### src/rtl/regfile_arbiter.sv
// rtl/regfile_arbiter.sv - two-port req/ack arbiter in front of the single-port fabric register file
module regfile_arbiter #(
  parameter int ADDR_W     = 4,
  parameter int DATA_W     = 8,
  parameter bit FIXED_PRIO = 1'b0
) (
  input  logic              clk,
  input  logic              nreset,
  input  logic              a_req,
  input  logic              a_we,
  input  logic [ADDR_W-1:0] a_addr,
  input  logic [DATA_W-1:0] a_wdata,
  output logic              a_ack,
  output logic [DATA_W-1:0] a_rdata,
  input  logic              b_req,
  input  logic              b_we,
  input  logic [ADDR_W-1:0] b_addr,
  input  logic [DATA_W-1:0] b_wdata,
  output logic              b_ack,
  output logic [DATA_W-1:0] b_rdata,
  output logic              mem_wr_en,
  output logic              mem_rd_en,
  output logic [ADDR_W-1:0] mem_addr,
  output logic [DATA_W-1:0] mem_wdata,
  input  logic [DATA_W-1:0] mem_rdata,
  output logic              busy
);

  localparam logic [1:0] S_IDLE   = 2'd0;
  localparam logic [1:0] S_ACCESS = 2'd1;
  localparam logic [1:0] S_RDWAIT = 2'd2;
  localparam logic [1:0] S_RESP   = 2'd3;

  localparam logic GNT_A = 1'b0;
  localparam logic GNT_B = 1'b1;

  logic [1:0]        state;
  logic              last_gnt;
  logic              gnt;
  logic              cmd_we;

  logic              grant_valid;
  logic              grant_sel;
  logic              win_we;
  logic [ADDR_W-1:0] win_addr;
  logic [DATA_W-1:0] win_wdata;

  // Ties go to A under fixed priority, otherwise to whichever port did not win last.
  always_comb begin
    grant_valid = a_req | b_req;
    if (a_req && b_req) begin
      grant_sel = FIXED_PRIO ? GNT_A : ~last_gnt;
    end else begin
      grant_sel = b_req ? GNT_B : GNT_A;
    end
    win_we    = (grant_sel == GNT_B) ? b_we    : a_we;
    win_addr  = (grant_sel == GNT_B) ? b_addr  : a_addr;
    win_wdata = (grant_sel == GNT_B) ? b_wdata : a_wdata;
  end

  assign busy = (state != S_IDLE);

  // mem_addr/mem_wdata double as the latched command and hold until the next grant.
  always_ff @(posedge clk or negedge nreset) begin
    if (!nreset) begin
      state     <= S_IDLE;
      last_gnt  <= GNT_B;
      gnt       <= GNT_A;
      cmd_we    <= 1'b0;
      mem_wr_en <= 1'b0;
      mem_rd_en <= 1'b0;
      mem_addr  <= '0;
      mem_wdata <= '0;
      a_ack     <= 1'b0;
      b_ack     <= 1'b0;
      a_rdata   <= '0;
      b_rdata   <= '0;
    end else begin
      case (state)
        S_IDLE: begin
          if (grant_valid) begin
            gnt       <= grant_sel;
            last_gnt  <= grant_sel;
            cmd_we    <= win_we;
            mem_addr  <= win_addr;
            mem_wdata <= win_wdata;
            mem_wr_en <= win_we;
            mem_rd_en <= ~win_we;
            state     <= S_ACCESS;
          end
        end
        S_ACCESS: begin
          mem_wr_en <= 1'b0;
          mem_rd_en <= 1'b0;
          if (cmd_we) begin
            a_ack <= (gnt == GNT_A);
            b_ack <= (gnt == GNT_B);
            state <= S_RESP;
          end else begin
            state <= S_RDWAIT;
          end
        end
        S_RDWAIT: begin
          if (gnt == GNT_B) begin
            b_rdata <= mem_rdata;
          end else begin
            a_rdata <= mem_rdata;
          end
          a_ack <= (gnt == GNT_A);
          b_ack <= (gnt == GNT_B);
          state <= S_RESP;
        end
        default: begin
          a_ack <= 1'b0;
          b_ack <= 1'b0;
          state <= S_IDLE;
        end
      endcase
    end
  end

endmodule

### config.mk
export PLATFORM = sky130hd
export DESIGN_NAME = regfile_arbiter
export DESIGN_NICKNAME = d
export VERILOG_FILES = /design/src/rtl/regfile_arbiter.sv
export SDC_FILE = /design/constraint.sdc
export NUM_CORES = 1
export LEC_CHECK = 0
export ABC_AREA = 0
export BUFFER_PORTS_ARGS = -buffer_cell sky130_fd_sc_hd__clkbuf_2
export CAP_MARGIN = 20
export CORE_ASPECT_RATIO = 1.1
export CORE_MARGIN = 8
export CORE_UTILIZATION = 50
export CTS_CLUSTER_SIZE = 24
export DETAILED_ROUTE_END_ITERATION = 7
export PLACE_DENSITY = 0.93
export SLEW_MARGIN = 20
export SYNTH_ARGS = -nofsm -noshare
export SYNTH_HDL_FRONTEND = slang
export SYNTH_SLANG_ARGS = --single-unit
### constraint.sdc
create_clock -name clk -period 3 [get_ports clk]
set_input_delay 0.3 -clock clk [delete_from_list [all_inputs] [get_ports clk]]
set_output_delay 0.3 -clock clk [all_outputs]
set_load 0.01 [all_outputs]
==> out/metrics.sh, run 1 <==
OUTCOME='complete, no violations'
ITERATION_0_DRC_MARKERS=47
POST_CTS.REPAIR.SETUP_BUFFERS=0
NUMBER_OF_CLOCK_SINKS_SEEN_BY_CTS=37
DRTANTENNAVIOLNETS=0
POST_CTS_RESIZED=0
TIGHTEST_SLEW_NS=1.03
CELLPOWERDENSITY_nW_PER_UM2=1040
ARRIVAL_NS=2.06
GLOBALROUTE.TOTALOVERFLOW=0
SYNTH_COMPOUND_GATE_AREA_SHARE=0.101
CAP_VIOL_MAX_COUNT=0
HTREE_LEVELS=2
LEAKAGE_POWER_nW=1.05
FIRST_PASS_ITERS=4
ANTENNA-DIODE-COUNT=0
TIMING.SLEW.HEADROOM=0.315
DR_TOTAL_VIAS=1211
SYNTH_LARGEST_TYPE_AREA_FRACTION=0.555
SYNTH-ASYNC-RESET-RATIO=1.00
GRT_SETUP_UNREPAIRED='false'
TIME_THE_FINAL_WORST_PATH_NEEDS_WITH_I_O_DELAYS_AND_SETUP_NS=1.83
SYNTHMOSTINSTANTIATEDCELL='dfrtp_1'
WORST_SETUP_PATH_START_KIND='register'
SYNTH_FF_TYPE='dfrtp_1'
SYNTH-EDFF-COUNT=0
TIMING.CRITICAL_PATH.SLOWEST_STAGE_CELL='nor3b_1'
HOLD_VIOLATIONS=0
YOSYS_WARNINGS=0
SYNTHDISTINCTLIBCELLS=27
YS_SEQ_ELEMENTS=37
VIASPERCELL=5.18
MAX_TRANSITION_VIOLS_FINAL=0
MAPPEDNETLISTNETS=171
SYNTH_LARGEST_AREA_CELL='dfrtp_1'
HPWL_REPORTED_AT_THE_END_OF_DETAILED_PLACEMENT_UM=2830
SYNTH-SEQ-AREA-SHARE=0.571
SYNTH_AREA_PER_CELL_UM2=12.6
TOTAL_POWER_mW=2.11
WORST_SETUP_HOLD_PATH_CLK_SLEW_NS=0.10
GATE_COUNT_OF_THE_MAPPED_NETLIST=129
SYNTH-XOR-AREA-SHARE=0
DETAILED_PLACE.AREA_UM2=1980
MAXCLOCKFREQUENCY_MHz=545
CLOCK_TREE.BUFFER_DEPTH=2
IR_WORST_VDD_mV=0.764
SYNTH_TOP_FAMILY_BY_AREA='multiplexers'
POST_SYNTH_AND_OR_NAND_NOR_AREA_FRACTION=0.0517
PLACEABLECOREAREA_UM2=3070
CELLS_TAKING_THE_MOST_AREA_AFTER_SYNTHESIS='dfrtp_1 56%, mux2_2 11%, mux2i_1 8.6%'
INITIAL_ANTENNA_VIOLATION_COUNT=0
CRIT_PATH_MAX_INCR_DELAY_NS=0.45
PLACE.GP.CONGESTION=0.780
START_UTIL=0.528
VIAS_IN_THE_FIRST_GLOBAL_ROUTE=1318
FINALINSTANCEAREA_UM2=2040
YOSYS-TOP-CELLS-COUNT='36 x dfrtp_1, 16 x mux2_2, 16 x nand2_1'
HOLD_BUFFERS=0
PIN_COUNT_OF_THE_BIGGEST_NET_ENTERING_GLOBAL_ROUTING=38
POST_SYNTH_MUX_AREA_SHARE=0.211
NUMPLACEDINSTANCES=227
FINAL_CELLS=234
MIN_PERIOD_OVER_PERIOD=0.612
TIMING.CRITICAL_PATH.REQUIRED_NS=3.22
SYNTH_ADDER_AREA_SHARE=0.0308
FLOORPLAN.DIE.HEIGHT_UM=75.8
CTS_ROOT_BUFFER='clkbuf_4'
REPORT.FINAL.SETUP_VIOL=0
GRT_PASS1_WL_UM=5760
CTS_INSERTED_BUFFERS=5
CORE.ROWCOUNT=21
CLK_LATENCY_NS=0.33
SYN-CELL-AREA_UM2=1620
FRACTION_OF_FINAL_LAYOUT_CELLS_SIZED_BEYOND_DRIVE_STRENGTH_1=0.480
CRIT_PATH_KIND='register to register'
CLOCK_SKEW_NS=0.00640
CP_MAX_FO=9
SETUP-TNS-FINAL_NS=0
NUM_IO_PINS=71
ENDPOINT_CLASS_OF_THE_CRITICAL_PATH='register'
FLOORPLAN.DIE_AREA_UM2=5330
GLOBAL_ROUTE.USAGE.TOTAL=0.138
WORSTHOLDPATHTYPE='input pin to async pin'
POST-ROUTE-DRC-COUNT=0
TIMING.CRITICAL_PATH.CELLS='inv_1 > ha_1 > nor3b_1 > mux2_2'
FIN_NETS=242
FLOW.AREA_GROWTH_FROM_SYNTHESIS_PCT=25.6
CTS_TREE='built'
ROUTEDWLPERCELL_UM=15.1
WIRELENGTH_UM=3530
PORT_BUFFERS=70
FLOORPLAN.DIE.WIDTH_UM=70.3
==> cell type report <==
cell class	instances	area, um^2
Fill cell	262	1040
Sequential cell	37	927
Multi-Input combinational cell	81	644
Timing Repair Buffer	70	350
Clock buffer	7	55.1
Tap cell	34	42.5
Inverter	5	18.8
==> cells by family (layout without fill, tap and decap cells) <==
kind of cell,Yosys count,in the layout
compound gates,25,25
fa+ha+maj,4,4
buf+inv,11,82
flops,37,37
mux,32,32
simple gates,20,20
==> path summary, 6_finish.rpt <==
| path | startpoint | to | slack [ns] | cells past startpoint |
|---|---|---|---|---|
| hold / removal | nreset | b_rdata[1]$_DFFE_PN0P_ | 0.07 | 1 |
| hold reg to reg | mem_wdata[6]$_DFFE_PN0P_ | mem_wdata[6]$_DFFE_PN0P_ | 0.50 | 2 |
| min in group clk | mem_rdata[1] | a_rdata[1]$_DFFE_PN0P_ | 0.20 | 2 |
| setup / recovery | state[1]$_DFFE_PN0P_ | state[1]$_DFFE_PN0P_ | 1.17 | 4 |
| max in group asynchronous | nreset | b_rdata[6]$_DFFE_PN0P_ | 2.37 | 1 |
| setup reg to reg | state[1]$_DFFE_PN0P_ | state[1]$_DFFE_PN0P_ | 1.17 | 4 |
==> power breakdown <==
part | leakage (nW) | internal [mW] | total (mW) | switching [mW]
sequential | 0.446 | 0.753 | 0.899 | 0.146
clock | 0.0314 | 0.111 | 0.255 | 0.145
combinational | 0.577 | 0.459 | 0.957 | 0.498
total | 1.05 | 1.32 | 2.11 | 0.789
==> layer usage <==
| metal | track usage | share of wire | routed length [um] | vias up |
|---|---|---|---|---|
| met5 | 0 | 0 | 0 | - |
| met3 | 0.0859 | 0.12 | 416 | 6 |
| li1 | - | - | - | 586 |
| met2 | 0.225 | 0.47 | 1650 | 62 |
| met1 | 0.137 | 0.40 | 1410 | 557 |
| met4 | 0.0647 | 0.015 | 53 | 0 |
==> state kept, by name, summed over array words and instances (netlist names) <==
signal,cells
cmd_we,1
a_ack,1
last_gnt,1
mem_rd_en,1
gnt,1
a_rdata,8
mem_wdata,8
b_rdata,8
mem_addr,4
mem_wr_en,1
b_ack,1
state,2
==> cell usage in the layout, fill, tap and decap left out, drive strengths merged, types with 2 or more instances in the layout <==
cell type  instances
clkbuf            77
o21ai             14
o211ai             2
dfrtp             36
mux2              18
mux2i             14
inv                5
nand2             16
ha                 4
o31ai              2
==> worst max-delay path, delay by kind of cell, from the launching register on <==
| kind | cells | cell delay, ns |
|---|---|---|
| multiplexers | 1 | 0.39 |
| flip-flops | 1 | 0.44 |
| AND/OR/NAND/NOR | 1 | 0.45 |
| buffers and inverters | 1 | 0.11 |
| adder cells (fa/ha/maj) | 1 | 0.34 |
==> per-stage QoR <==
step	hold WS, ns	utilization	setup WS, ns
final	0.0726	0.663	1.17
after global routing	0.137	0.663	1.07
after CTS	0.0959	0.663	1.20
after detailed placement	0.469	0.645	1.22
after global placement	0.456	0.645	1.33
after floorplan	0.00441	-	1.48
(Power assumes the default switching activity.)
==> run 2: changes to the inputs <==
--- a/config.mk
+++ b/config.mk
@@ -10,10 +10,10 @@
 export CAP_MARGIN = 20
 export CORE_ASPECT_RATIO = 1.1
 export CORE_MARGIN = 8
-export CORE_UTILIZATION = 50
+export CORE_UTILIZATION = 46
 export CTS_CLUSTER_SIZE = 24
 export DETAILED_ROUTE_END_ITERATION = 7
-export PLACE_DENSITY = 0.93
+export PLACE_DENSITY = 0.87
 export SLEW_MARGIN = 20
 export SYNTH_ARGS = -nofsm -noshare
 export SYNTH_HDL_FRONTEND = slang
==> constraint.sdc (replaced) <==
create_clock -name clk -period 1.7 [get_ports clk]
set_input_delay 0.17 -clock clk [delete_from_list [all_inputs] [get_ports clk]]
set_output_delay 0.17 -clock clk [all_outputs]
set_load 0.01 [all_outputs]
==> out/metrics.sh, run 2 (same netlist as run 1, synthesis figures left out) <==
FLOORPLAN.DIE.HEIGHT_UM=78.3  # +3.4%
REPORT.FINAL.SETUP_VIOL=0  # unchanged
REG2REG_SETUP_SLACK_NS=0.16  # -1.01 ns
HOLD_VIOLATIONS=0  # unchanged
FIN_NETS=249  # +2.9%
MAX_TRANSITION_VIOLS_FINAL=0  # unchanged
CTS_INSERTED_BUFFERS=5  # unchanged
TIME_THE_FINAL_WORST_PATH_NEEDS_WITH_I_O_DELAYS_AND_SETUP_NS=1.54  # -0.293 ns
CLOCK_SKEW_NS=0.0101  # +0.00372 ns
IR_WORST_VDD_mV=0.815  # +6.7%
CELLPOWERDENSITY_nW_PER_UM2=1810  # +75%
TIMING.SLEW.HEADROOM=0.544  # +0.229
REGTOREGENDPOINT='state[1]$_DFFE_PN0P_'
START_UTIL=0.483  # -0.0446
CTS_TREE='built'
PLACE.GP.CONGESTION=0.795  # +2.0%
DRTANTENNAVIOLNETS=0  # unchanged
MOST-COMMON-LAYOUT-CELLS='70 x clkbuf_2, 36 x dfrtp_1, 16 x mux2_2, 16 x nand2_1, 14 x mux2i_1'
FINAL_COMMON_CELL='clkbuf_2'
ITERATION_0_DRC_MARKERS=38  # -19%
HTREE_LEVELS=2  # unchanged
PIN_COUNT_OF_THE_BIGGEST_NET_ENTERING_GLOBAL_ROUTING=30  # -21%
ARRIVAL_NS=1.78  # -0.28 ns
TIGHTEST_SLEW_NS=0.684  # -0.344 ns
CORE.ROWCOUNT=22  # +4.8%
GLOBALROUTE.TOTALOVERFLOW=0  # unchanged
FLOORPLAN.DIE.WIDTH_UM=72.6  # +3.3%
HOLD_START='mem_rdata[0]'
WHS_ENDPOINT='a_rdata[0]$_DFFE_PN0P_'
CRIT_PATH_MAX_INCR_DELAY_NS=0.43  # -0.02 ns
REGISTERS_WITH_THE_HIGHEST_FLIP_FLOP_COUNTS='a_rdata: 8 flops, b_rdata: 8 flops, mem_wdata: 8 flops'
OUTCOME='complete, no violations'
WORSTREG2REGSTART='state[1]$_DFFE_PN0P_'
CLOCK_TREE.BUFFER_DEPTH=2  # unchanged
NUM_IO_PINS=71  # unchanged
CTS_ROOT_BUFFER='clkbuf_4'
VIASPERCELL=4.84  # -6.6%
FLOORPLAN.DIE_AREA_UM2=5690  # +6.8%
LEAKAGE_POWER_nW=1.10  # +4.2%
WORSTHOLDPATHTYPE='input pin to register'
TIMING.CRITICAL_PATH.CELLS='inv_1 > ha_1 > nor3b_1 > mux2_2'
WORST_SETUP_PATH_START_KIND='register'
ANTENNA-DIODE-COUNT=0  # unchanged
TIMING.CRITICAL_PATH.SLOWEST_STAGE_CELL='dfrtp_1'
POST_CTS.REPAIR.SETUP_BUFFERS=0  # unchanged
INITIAL_ANTENNA_VIOLATION_COUNT=0  # unchanged
FRACTION_OF_FINAL_LAYOUT_CELLS_SIZED_BEYOND_DRIVE_STRENGTH_1=0.500  # +0.0200
SETUP-TNS-FINAL_NS=0  # unchanged
CLK_LATENCY_NS=0.33  # about the same
ROUTEDWLPERCELL_UM=14.5  # -3.7%
POST-ROUTE-DRC-COUNT=0  # unchanged
FIRST_PASS_ITERS=4  # unchanged
PORT_BUFFERS=70  # unchanged
CRIT_PATH_KIND='register to register'
GRT_SETUP_UNREPAIRED='false'
WORST_SETUP_HOLD_PATH_CLK_SLEW_NS=0.11  # about the same
HPWL_REPORTED_AT_THE_END_OF_DETAILED_PLACEMENT_UM=3040  # +7.7%
ENDPOINT_CLASS_OF_THE_CRITICAL_PATH='register'
GLOBAL_ROUTE.USAGE.TOTAL=0.136  # -0.00197
CP_MAX_FO=5  # -4
NUMBER_OF_CLOCK_SINKS_SEEN_BY_CTS=37  # unchanged
TIMING.REG2REG.WORST_PATH_DEPTH=4  # unchanged
HOLD_SLACK_NS=0.0700  # -0.00258 ns
CP-STARTPOINT='state[1]$_DFFE_PN0P_'
FLOW.AREA_GROWTH_FROM_SYNTHESIS_PCT=31.5
DR_TOTAL_VIAS=1238  # +2.2%
MIN_PERIOD_OVER_PERIOD=0.907  # +0.295
TIMING.CRITICAL_PATH.REQUIRED_NS=1.93  # -1.29 ns
PLACEABLECOREAREA_UM2=3360  # +9.2%
GRT_PASS1_WL_UM=6110  # +6.1%
VIAS_IN_THE_FIRST_GLOBAL_ROUTE=1363  # +3.4%
MAXCLOCKFREQUENCY_MHz=649  # +19%
WIRELENGTH_UM=3720  # +5.4%
MIN_DELAY_PATH_DEPTH=2
CAP_VIOL_MAX_COUNT=0  # unchanged
## run 2: cell types whose count changed in the layout (fill, tap and decap cells not counted), sizes merged
cell,change
buf,+6
clkinv,+1
dlygate4sd3,+1
## run 2: worst max-delay path by stage
| stage | slack (ns) | end | cells past startpoint |
|---|---|---|---|
| 2_1_floorplan | 0.18 | state[1]$_DFFE_PN0P_ | 5 |
| 3_3_place_gp | 0.24 | cmd_we$_DFFE_PN0P_ | 5 |
| 3_5_place_dp | 0.15 | mem_wdata[2]$_DFFE_PN0P_ | 5 |
| 4_1_cts | 0.16 | mem_wdata[2]$_DFFE_PN0P_ | 5 |
| 5_1_grt | 0.03 | state[1]$_DFFE_PN0P_ | 4 |
| 6_report | 0.16 | state[1]$_DFFE_PN0P_ | 4 |
## run 2: power by group
part / leakage [nW] / internal [mW] / switching (mW) / total (mW)
registers: 0.446 / 1.33 / 0.260 / 1.59
clock network: 0.0413 / 0.240 / 0.277 / 0.517
logic: 0.612 / 0.855 / 0.906 / 1.76
## run 2: what timing repair did
action | 4_1_cts | 5_1_grt
endpoints found under the setup margin | 0 | 1
hold endpoints to repair | 26 | 0
resized for setup | 0 | 1
hold buffers | 1 | 0
## run 2: through the flow
step / power (mW) / std cells / setup slack (ns) / util / cell area [um^2]
final: 3.87 / 256 / 0.159 / 0.635 / 2130
after global routing: 4.17 / 256 / 0.0333 / 0.635 / 2130
after CTS: 3.91 / 256 / 0.156 / 0.633 / 2130
after detailed placement: 3.39 / 247 / 0.153 / 0.609 / 2050
after global placement: 3.29 / 247 / 0.236 / 0.609 / 2050
after floorplan: 2.68 / 129 / 0.183 / - / 1620
## run 2: metal layers
layer	wire, um	GRT usage	vias to the layer above
li1	-	-	602
met1	1500	0.145	562
met2	1640	0.218	69
met3	533	0.0813	5
met4	48	0.0421	0
met5	0	0	-
## run 2: layout make-up
type,count,area (um^2)
clock buffers,7,65.1
clock inverters,1,5.00
fillers,291,1220
inverters,5,18.8
multi-input cells,81,652
flip-flops and latches,37,927
well taps,48,60.1
repair buffers,77,405
## run 2: worst max-delay path, delay by kind of cell, from the launching register on
family | cells | cell delay (ns)
flip-flops | 1 | 0.43
AND/OR/NAND/NOR | 1 | 0.29
multiplexers | 1 | 0.36
adder cells (fa/ha/maj) | 1 | 0.27
buffers and inverters | 1 | 0.09
==> run 3: changes to the inputs <==
--- a/config.mk
+++ b/config.mk
@@ -5,15 +5,15 @@
 export SDC_FILE = /design/constraint.sdc
 export NUM_CORES = 1
 export LEC_CHECK = 0
-export ABC_AREA = 0
+export ABC_AREA = 1
 export BUFFER_PORTS_ARGS = -buffer_cell sky130_fd_sc_hd__clkbuf_2
 export CAP_MARGIN = 20
 export CORE_ASPECT_RATIO = 1.1
-export CORE_MARGIN = 8
-export CORE_UTILIZATION = 46
+export CORE_MARGIN = 10
+export CORE_UTILIZATION = 40
 export CTS_CLUSTER_SIZE = 24
 export DETAILED_ROUTE_END_ITERATION = 7
-export PLACE_DENSITY = 0.87
+export PLACE_DENSITY = 0.77
 export SLEW_MARGIN = 20
 export SYNTH_ARGS = -nofsm -noshare
 export SYNTH_HDL_FRONTEND = slang
==> out/metrics.sh, run 3 <==
WORST_SETUP_PATH_START_KIND='register'
ITERATION_0_DRC_MARKERS=82  # +120%
GATE_COUNT_OF_THE_MAPPED_NETLIST=205  # +59%
REG2REG_SETUP_SLACK_NS=0.30  # +0.14 ns
HOLD_START='mem_rdata[3]'
TIMING.REG2REG.WORST_PATH_DEPTH=6  # +2
IR_WORST_VDD_mV=0.859  # +5.4%
ENDPOINT_CLASS_OF_THE_CRITICAL_PATH='primary output'
CTS_INSERTED_BUFFERS=5  # unchanged
CLOCK_TREE.BUFFER_DEPTH=2  # unchanged
CP_MAX_FO=8  # +3
SYNTH-EDFF-COUNT=0  # unchanged
NUM_IO_PINS=71  # unchanged
WORSTREG2REGSTART='state[0]$_DFFE_PN0P_'
GLOBAL_ROUTE.USAGE.TOTAL=0.120  # -0.0156
GLOBAL_ROUTE.PEAK_USAGE_LAYER='met2'
WORST-PATH-BUF-INV=4  # +3
REGISTERS_WITH_THE_HIGHEST_FLIP_FLOP_COUNTS='a_rdata: 8 flops, b_rdata: 8 flops, mem_wdata: 8 flops'
REGTOREGENDPOINT='cmd_we$_DFFE_PN0P_'
REPORT.FINAL.SETUP_VIOL=0  # unchanged
SYNTH_FF_TYPE='dfrtp_1'
FLOORPLAN.DIE_AREA_UM2=7340  # +29%
FINAL_CELLS=331  # +29%
NUMPLACEDINSTANCES=322  # +30%
MAXCLOCKFREQUENCY_MHz=666  # +2.6%
GRT_SETUP_UNREPAIRED='false'
DRTANTENNAVIOLNETS=0  # unchanged
CELLPOWERDENSITY_nW_PER_UM2=1750  # -3.6%
HOLD_BUFFERS=1  # unchanged
HOLD_VIOLATIONS=0  # unchanged
DR_TOTAL_VIAS=1482  # +20%
GRT.MET2_USAGE=0.204  # -0.0139
MIN_PERIOD_OVER_PERIOD=0.883  # -0.0232
WORST-PATH-STAGES=5  # +1
TIME_THE_FINAL_WORST_PATH_NEEDS_WITH_I_O_DELAYS_AND_SETUP_NS=1.50  # -0.0394 ns
FLOORPLAN.DIE.HEIGHT_UM=88.8  # +13%
WIRELENGTH_UM=4200  # +13%
TIMING.CRITICAL_PATH.CELLS='inv_1 > ha_1 > buf_4 > inv_1 > clkbuf_2'
NUMBER_OF_CLOCK_SINKS_SEEN_BY_CTS=37  # unchanged
CRITPATHCAPTURE='busy'
FIN_NETS=320  # +29%
CELLS_TAKING_THE_MOST_AREA_AFTER_SYNTHESIS='dfrtp_1 52%, nand2_1 20%, o21ai_0 6.7%'
FIRST_PASS_ITERS=4  # unchanged
SYNTH-ASYNC-RESET-RATIO=1.00  # unchanged
GRT_PASS1_WL_UM=6960  # +14%
PLACEABLECOREAREA_UM2=4050  # +21%
WORST_PATH_MOST_REPEATED_CELL='inv_1'
SETUP-TNS-FINAL_NS=0  # unchanged
MAPPEDNETLISTNETS=247  # +44%
PIN_COUNT_OF_THE_BIGGEST_NET_ENTERING_GLOBAL_ROUTING=20  # -33%
GLOBALROUTE.TOTALOVERFLOW=0  # unchanged
FLOORPLAN.DIE.WIDTH_UM=82.6  # +14%
GROUTE.LAYER.MET1.USAGE=0.130  # -0.0151
CORE.ROWCOUNT=24  # +9.1%
WORSTHOLDPATHTYPE='input pin to register'
POST_CTS_RESIZED=0  # unchanged
HPWL_REPORTED_AT_THE_END_OF_DETAILED_PLACEMENT_UM=3320  # +9.1%
POST_CTS.REPAIR.SETUP_BUFFERS=0  # unchanged
SYNTH_LARGEST_AREA_CELL='dfrtp_1'
TIMING.SLEW.HEADROOM=0.663  # +0.119
OUTCOME='complete, no violations'
YOSYS_WARNINGS=0  # unchanged
PORT_BUFFERS=70  # unchanged
POST-ROUTE-DRC-COUNT=0  # unchanged
FLOW.AREA_GROWTH_FROM_SYNTHESIS_PCT=27.8
VIAS_IN_THE_FIRST_GLOBAL_ROUTE=1607  # +18%
CRIT_PATH_MAX_INCR_DELAY_NS=0.40  # -0.03 ns
DETAILED_PLACE.AREA_UM2=2100  # +2.8%
WORST_SETUP_HOLD_PATH_CLK_SLEW_NS=0.07  # -0.04 ns
SYNTHDISTINCTLIBCELLS=20  # -26%
SYNTHMOSTINSTANTIATEDCELL='nand2_1'
START_UTIL=0.425  # -0.0582
CLK_LATENCY_NS=0.28  # -0.05 ns
ANTENNA-DIODE-COUNT=0  # unchanged
PLACE.GP.CONGESTION=0.754  # -5.2%
CP_TOP_FAMILY='buffers and inverters'
SYNTH-SEQ-AREA-SHARE=0.538  # -0.0332
TIMING.CRITICAL_PATH.SLOWEST_STAGE_CELL='dfrtp_1'
FINALINSTANCEAREA_UM2=2200  # +3.2%
MOST-COMMON-LAYOUT-CELLS='92 x nand2_1, 70 x clkbuf_2, 36 x dfrtp_1'
ROUTEDWLPERCELL_UM=12.7  # -13%
HTREE_LEVELS=2  # unchanged
VIASPERCELL=4.48  # -7.4%
YS_SEQ_ELEMENTS=37  # unchanged
CTS_TREE='built'
FRACTION_OF_FINAL_LAYOUT_CELLS_SIZED_BEYOND_DRIVE_STRENGTH_1=0.337  # -0.163
GROUTE.LAYER.MET3.USAGE=0.0619  # -0.0195
CAP_VIOL_MAX_COUNT=0  # unchanged
LEAKAGE_POWER_nW=1.28  # +17%
HOLD_SLACK_NS=0.133  # +0.0625 ns
SYNTH_LARGEST_TYPE_AREA_FRACTION=0.523  # -0.0323
CP-STARTPOINT='state[1]$_DFFE_PN0P_'
CTS_ROOT_BUFFER='clkbuf_8'
ARRIVAL_NS=1.33  # -0.45 ns
CLOCK_SKEW_NS=0.00548  # -0.00464 ns
CRIT_PATH_KIND='register to primary output'
TIMING.CRITICAL_PATH.REQUIRED_NS=1.53  # -0.40 ns
SYN-CELL-AREA_UM2=1720  # +6.2%
YOSYS-TOP-CELLS-COUNT='92 x nand2_1, 36 x dfrtp_1, 23 x o21ai_0'
SYNTH_AREA_PER_CELL_UM2=8.40  # -33%
FINAL_COMMON_CELL='nand2_1'
MAX_TRANSITION_VIOLS_FINAL=0  # unchanged
INITIAL_ANTENNA_VIOLATION_COUNT=0  # unchanged
TIGHTEST_SLEW_NS=0.506  # -0.178 ns
==> run 3: cell types whose count changed after synthesis, sizes merged, moves of 2 or more <==
cell | previous run | this run
nor2 | 1 | 3
mux2i | 14 | 0
o31ai | 2 | 0
inv | 5 | 18
mux2 | 18 | 0
nand2 | 16 | 103
o21ai | 14 | 24
nand3 | 0 | 5
buf | 4 | 6
==> run 3: cell type report <==
type,count,area (um^2)
clock buffers,8,90.1
flip-flops and latches,37,927
fillers,377,1850
well taps,52,65.1
multi-input cells,143,662
inverters,18,70.1
repair buffers,73,388
==> run 3: worst min path at each step <==
stage | cells past startpoint | to | slack, ns
6_report | 3 | b_rdata[3]$_DFFE_PN0P_ | 0.13
5_1_grt | 3 | b_rdata[7]$_DFFE_PN0P_ | 0.13
4_1_cts | 3 | b_rdata[1]$_DFFE_PN0P_ | 0.13
3_5_place_dp | 1 | a_rdata[1]$_DFFE_PN0P_ | 0.16
3_3_place_gp | 1 | a_rdata[1]$_DFFE_PN0P_ | 0.17
2_1_floorplan | 0 | a_ack$_DFFE_PN0P_ | -0.13
==> run 3: report_power, final <==
part	total (mW)	leakage [nW]	switching, mW	internal (mW)
Clock	0.612	0.0455	0.281	0.330
Combinational	1.68	0.779	1.04	0.641
Sequential	1.56	0.458	0.241	1.32
Total	3.85	1.28	1.56	2.29
==> run 3: tightest hold or removal path: cells and delay by family <==
family | cells | cell delay [ns]
compound gates | 1 | 0.07
buf+inv | 2 | 0.13
==> run 3: cells by family after synthesis <==
kind of cell,count (synthesis),share of synthesized area
AOI/OAI and AO/OA,28,0.0908
adders and majority gates,4,0.0290
buffers and inverters,25,0.0777
DFF,37,0.538
and+or+nand+nor,111,0.264
==> run 3: per-layer routing <==
metal,up-vias,wire length (um)
met1,653,1710
met5,-,0
li1,776,-
met4,0,15
met3,6,490
met2,47,1980
==> run 3: through the flow <==
stage / worst slack [ns] / power (mW) / util
after floorplan: 0.411 / 2.63 / -
after global placement: 0.331 / 3.23 / 0.519
after detailed placement: 0.274 / 3.28 / 0.519
after CTS: 0.174 / 3.92 / 0.543
after global routing: 0.0739 / 4.24 / 0.543
final: 0.198 / 3.85 / 0.543
